--- src/rtl/pipe_stage_chain.sv ---
// Elastic register chain of DEPTH stages with valid/ready handshake,
// stall absorption, synchronous flush and NOP_VAL bubbles in empty stages.
module pipe_stage_chain #(
    parameter int unsigned DATA_W  = 32,
    parameter int unsigned DEPTH   = 1,
    parameter logic [31:0] NOP_VAL = 32'h0000_0013
) (
    input  logic                       Clk,
    input  logic                       Rst,
    input  logic                       Flush,
    input  logic                       InValid,
    output logic                       InReady,
    input  logic [DATA_W-1:0]          InData,
    output logic                       OutValid,
    input  logic                       OutReady,
    output logic [DATA_W-1:0]          OutData,
    output logic [$clog2(DEPTH+1)-1:0] Count
);

    localparam int unsigned CNT_W = $clog2(DEPTH + 1);
    localparam logic [DATA_W-1:0] NOP_D = DATA_W'(NOP_VAL);
    localparam logic [DEPTH-1:0] ONES = '1;

    logic [DEPTH-1:0]  valid_q, valid_d;
    logic [DATA_W-1:0] data_q [DEPTH];
    logic [DATA_W-1:0] data_d [DEPTH];
    logic [CNT_W-1:0]  count_q, count_d;
    logic [DEPTH-1:0]  stage_rdy;
    logic              in_xfer, out_xfer;

    // A stage can advance when any stage at or beyond it is empty, or the sink drains.
    always_comb begin
        stage_rdy = '0;
        for (int unsigned k = 0; k < DEPTH; k++) begin
            stage_rdy[k] = OutReady | (|(~valid_q & (ONES << k)));
        end
    end

    assign InReady  = stage_rdy[0] & ~Flush;
    assign OutValid = valid_q[DEPTH-1] & ~Flush;
    assign OutData  = data_q[DEPTH-1];
    assign Count    = count_q;

    assign in_xfer  = InValid & InReady;
    assign out_xfer = OutValid & OutReady;

    always_comb begin
        valid_d = valid_q;
        data_d  = data_q;
        count_d = count_q;
        if (Flush) begin
            valid_d = '0;
            for (int unsigned k = 0; k < DEPTH; k++) begin
                data_d[k] = NOP_D;
            end
            count_d = '0;
        end else begin
            if (stage_rdy[0]) begin
                valid_d[0] = InValid;
                data_d[0]  = InValid ? InData : NOP_D;
            end
            for (int unsigned k = 1; k < DEPTH; k++) begin
                if (stage_rdy[k]) begin
                    valid_d[k] = valid_q[k-1];
                    data_d[k]  = valid_q[k-1] ? data_q[k-1] : NOP_D;
                end
            end
            count_d = count_q + CNT_W'(in_xfer) - CNT_W'(out_xfer);
        end
    end

    always_ff @(posedge Clk) begin
        if (Rst) begin
            valid_q <= '0;
            count_q <= '0;
            for (int unsigned k = 0; k < DEPTH; k++) begin
                data_q[k] <= NOP_D;
            end
        end else begin
            valid_q <= valid_d;
            count_q <= count_d;
            for (int unsigned k = 0; k < DEPTH; k++) begin
                data_q[k] <= data_d[k];
            end
        end
    end

endmodule

--- config.mk ---
export PLATFORM = sky130hd
export DESIGN_NAME = pipe_stage_chain
export DESIGN_NICKNAME = d
export VERILOG_FILES = /design/src/rtl/pipe_stage_chain.sv
export SDC_FILE = /design/constraint.sdc
export NUM_CORES = 1
export LEC_CHECK = 0
export ABC_AREA = 1
export CAP_MARGIN = 20
export CORE_ASPECT_RATIO = 0.6
export CORE_MARGIN = 2
export CORE_UTILIZATION = 37
export DETAILED_ROUTE_END_ITERATION = 10
export GPL_TIMING_DRIVEN = 0
export MAX_ROUTING_LAYER = met4
export PLACE_DENSITY = 0.84
export SLEW_MARGIN = 20
export SYNTH_ARGS = -nofsm -noshare
export SYNTH_HDL_FRONTEND = slang
export SYNTH_SLANG_ARGS = --single-unit
--- constraint.sdc ---
create_clock -name Clk -period 1.45 [get_ports Clk]
set_input_delay 0.2175 -clock Clk [delete_from_list [all_inputs] [get_ports Clk]]
set_output_delay 0.2175 -clock Clk [all_outputs]
set_load 0.05 [all_outputs]
==> flow_summary.json <==
{
  "hold_viol": 0,
  "start_util_pct": 38.28,
  "crit_path_end_kind": "primary output",
  "ff2ff_setup_slack_ps": 330,
  "peakVddDrop_mv": 0.6430,
  "timing.rr.end": "OutData[11]$_SDFFE_PP0P_",
  "grt_first_pass_wirelength_mm": 5.237,
  "combPwrFrac_pct": 17.7,
  "setup_viol": 0,
  "slew_violations": 0,
  "final_layout_size_suffix_gt1_share_pct": 9.829,
  "min_path_type": "flop to flop",
  "ys_top_cells_by_area": "dfxtp_1 (56%), nand2_1 (19%), a21oi_1 (13%), buf_6 (1.8%), nand2_4 (1.8%)",
  "cts_buffer_depth": 2,
  "yosysWarnings": 0,
  "crit_family": "buffers and inverters",
  "root_buffer": "clkbuf_8",
  "yosysSeqAreaShare_pct": 55.51,
  "dr_total_vias": 1241,
  "cts.htree.levels": 2,
  "synth_area_sq_um": 1226,
  "max_stage_delay_ps": 540,
  "portBuffers": 71,
  "grt_overflow": 0,
  "gp_congestion": 0.7388,
  "yosysMostFrequentCell": "nand2_1",
  "rr_startpoint": "valid_q$_SDFFE_PP0P_",
  "row_count": 16,
  "clkTransAtPathRegs_ps": 60,
  "skew_ps": 2.046,
  "fin_cells": 279,
  "routedWlPerCell_um": 11.13,
  "fin_crit_sh_pct": 96.08,
  "place_area_sq_um": 1993,
  "path_class": "flop to primary output",
  "design.core.area_sq_um": 3203,
  "final_antenna_net_count": 0,
  "syn_to_final_growth_pct": 66.73,
  "clkPwrFrac_pct": 32.5,
  "fin_nets": 271,
  "status": "finished, final reports clean",
  "fp.dieW_um": 78.32,
  "synth_top_area_share_pct": 55.51,
  "path_cells": "dlygate4sd2_1",
  "ff2ff_path_depth": 7,
  "fmax_mhz": 717.8,
  "cp.arrival_ps": 1180,
  "antenna_found_initial": 0,
  "cts.sink_count": 34,
  "cellPowerDensity_nw_per_um2": 956.6,
  "slew_headroom_pct": 65.25,
  "clock_latency_ps": 280,
  "rsz0062_at_grt": "no",
  "min_path_cells": 2,
  "synthesis.nets": 192,
  "viasPerCell": 4.448,
  "cts_tree": "built",
  "yosysUniqueCellTypes": 14,
  "switching_power_mw": 0.5132,
  "hp-start": "OutData[24]$_SDFFE_PP0P_",
  "antenna_cells": 0,
  "cts_inserted_buffers": 5,
  "ys_async_sr_fraction_pct": 0,
  "synthCells": 155,
  "p_seq_share_pct": 49.9,
  "drt-total-wl_mm": 3.104,
  "cts-hold-fix-buffers": 0,
  "die_height_um": 48.59,
  "track_usage_pct": 18.13,
  "p_int_mw": 1.443,
  "cp_slowest_cell": "dlygate4sd2_1",
  "synth-seq-cells": 34,
  "yosys.area.top_type": "dfxtp_1",
  "dr.pass1.iters": 4,
  "crit_fanout": 2,
  "ios": 72,
  "tightest_slew_ps": 523.4,
  "place_inst": 271,
  "syn_area_per_cell_sq_um": 7.911,
  "crit_buf_inv": 1,
  "finalPower_mw": 1.956,
  "drt-initial-drc-count": 61,
  "ys.flop_type": "dfxtp_1",
  "worstHoldEndpoint": "OutData[24]$_SDFFE_PP0P_",
  "synth_edf_count": 0,
  "dieArea_sq_um": 3806,
  "synth.top_cells.by_count": "nand2_1 (63), dfxtp_1 (34), a21oi_1 (31)",
  "grt_max_degree": 11,
  "fin_crit_ps": 1393,
  "dp_hpwl_mm": 2.292,
  "cp.required_ps": 1230,
  "switching_share_pct": 26.24,
  "grt_pass1_vias": 1170,
  "drc": 0,
  "finalInstanceArea_sq_um": 2044,
  "p_leak_nw": 0.9157,
  "timing.max_cap.violations": 0,
  "setup.worst_path.start_class": "flop"
}
[flip-flops by register name (all words and copies together) (netlist names)]
| name | flops |
|---|---|
| Count | 1 |
| OutData | 32 |
| valid_q | 1 |
[placed cells by master, fill, tap and decap left out]
cell type / count
nor2_1: 4
nand3_1: 1
buf_2: 5
a21oi_1: 31
dfxtp_2: 1
nor2_2: 2
nand2_1: 63
dfxtp_1: 33
nand2_4: 2
buf_4: 1
inv_2: 2
o22ai_1: 3
nor2_4: 1
clkbuf_1: 4
clkbuf_8: 5
dlygate4sd2_1: 33
clkdlybuf4s50_1: 36
inv_1: 3
buf_6: 4
[cell families after synthesis]
family | count (synthesis) | share of synthesized area [%]
AND/OR/NAND/NOR | 73 | 24.08
flip-flops | 34 | 55.51
AO/OA/AOI/OAI | 34 | 14.18
buffers and inverters | 14 | 6.225
[what timing repair did]
item	4_1_cts	5_1_grt
resized for setup	45	4
endpoints found under the setup margin	35	21
buffers inserted	0	1
pin swaps	0	0
[power groups by stage]
stage          Clock [mW]  Combinational [mW]  Sequential, mW
2_1_floorplan           0              0.0960            1.09
3_3_place_gp            0               0.358           0.996
3_5_place_dp            0               0.360           0.997
4_1_cts             0.653               0.346           0.976
5_1_grt             0.702               0.371           0.978
6_report            0.635               0.345           0.975
[layout make-up]
type / instances / area, sq um
Fill cell: 324 / 1159
Sequential cell: 34 / 681.9
Timing Repair Buffer: 72 / 673.1
Multi-Input combinational cell: 107 / 476.7
Clock buffer: 7 / 76.32
Buffer: 9 / 61.31
Tap cell: 45 / 56.30
Inverter: 5 / 18.77
[worst max-delay path by stage]
stage	start	end	cells after the start
6_report	OutData[11]$_SDFFE_PP0P_	OutData[11]	1
5_1_grt	OutReady	InReady	5
4_1_cts	OutReady	InReady	5
3_5_place_dp	OutReady	InReady	5
3_3_place_gp	OutReady	InReady	5
2_1_floorplan	valid_q$_SDFFE_PP0P_	Count$_SDFF_PP0_	7
[through the flow]
step	hold slack [ps]	setup TNS [ps]	utilization, %	worst slack (ps)
global route	475.2	0	63.83	6.684
CTS	463.9	-6.317	63.59	-6.317
detailed placement	456.0	-4827	62.23	-670.5
finish	461.1	0	63.83	56.77
global placement	451.3	-4900	62.23	-648.0
floorplan	344.6	0	-	46.76
[metal layers]
metal,share of wire [%],global-route usage (%),vias up
met3,11,7.463,5
met2,40,25.72,58
met4,1.2,6.140,0
met1,48,23.47,528
met5,0,-,-
li1,-,-,650
Power figures use the tool's default switching activity.
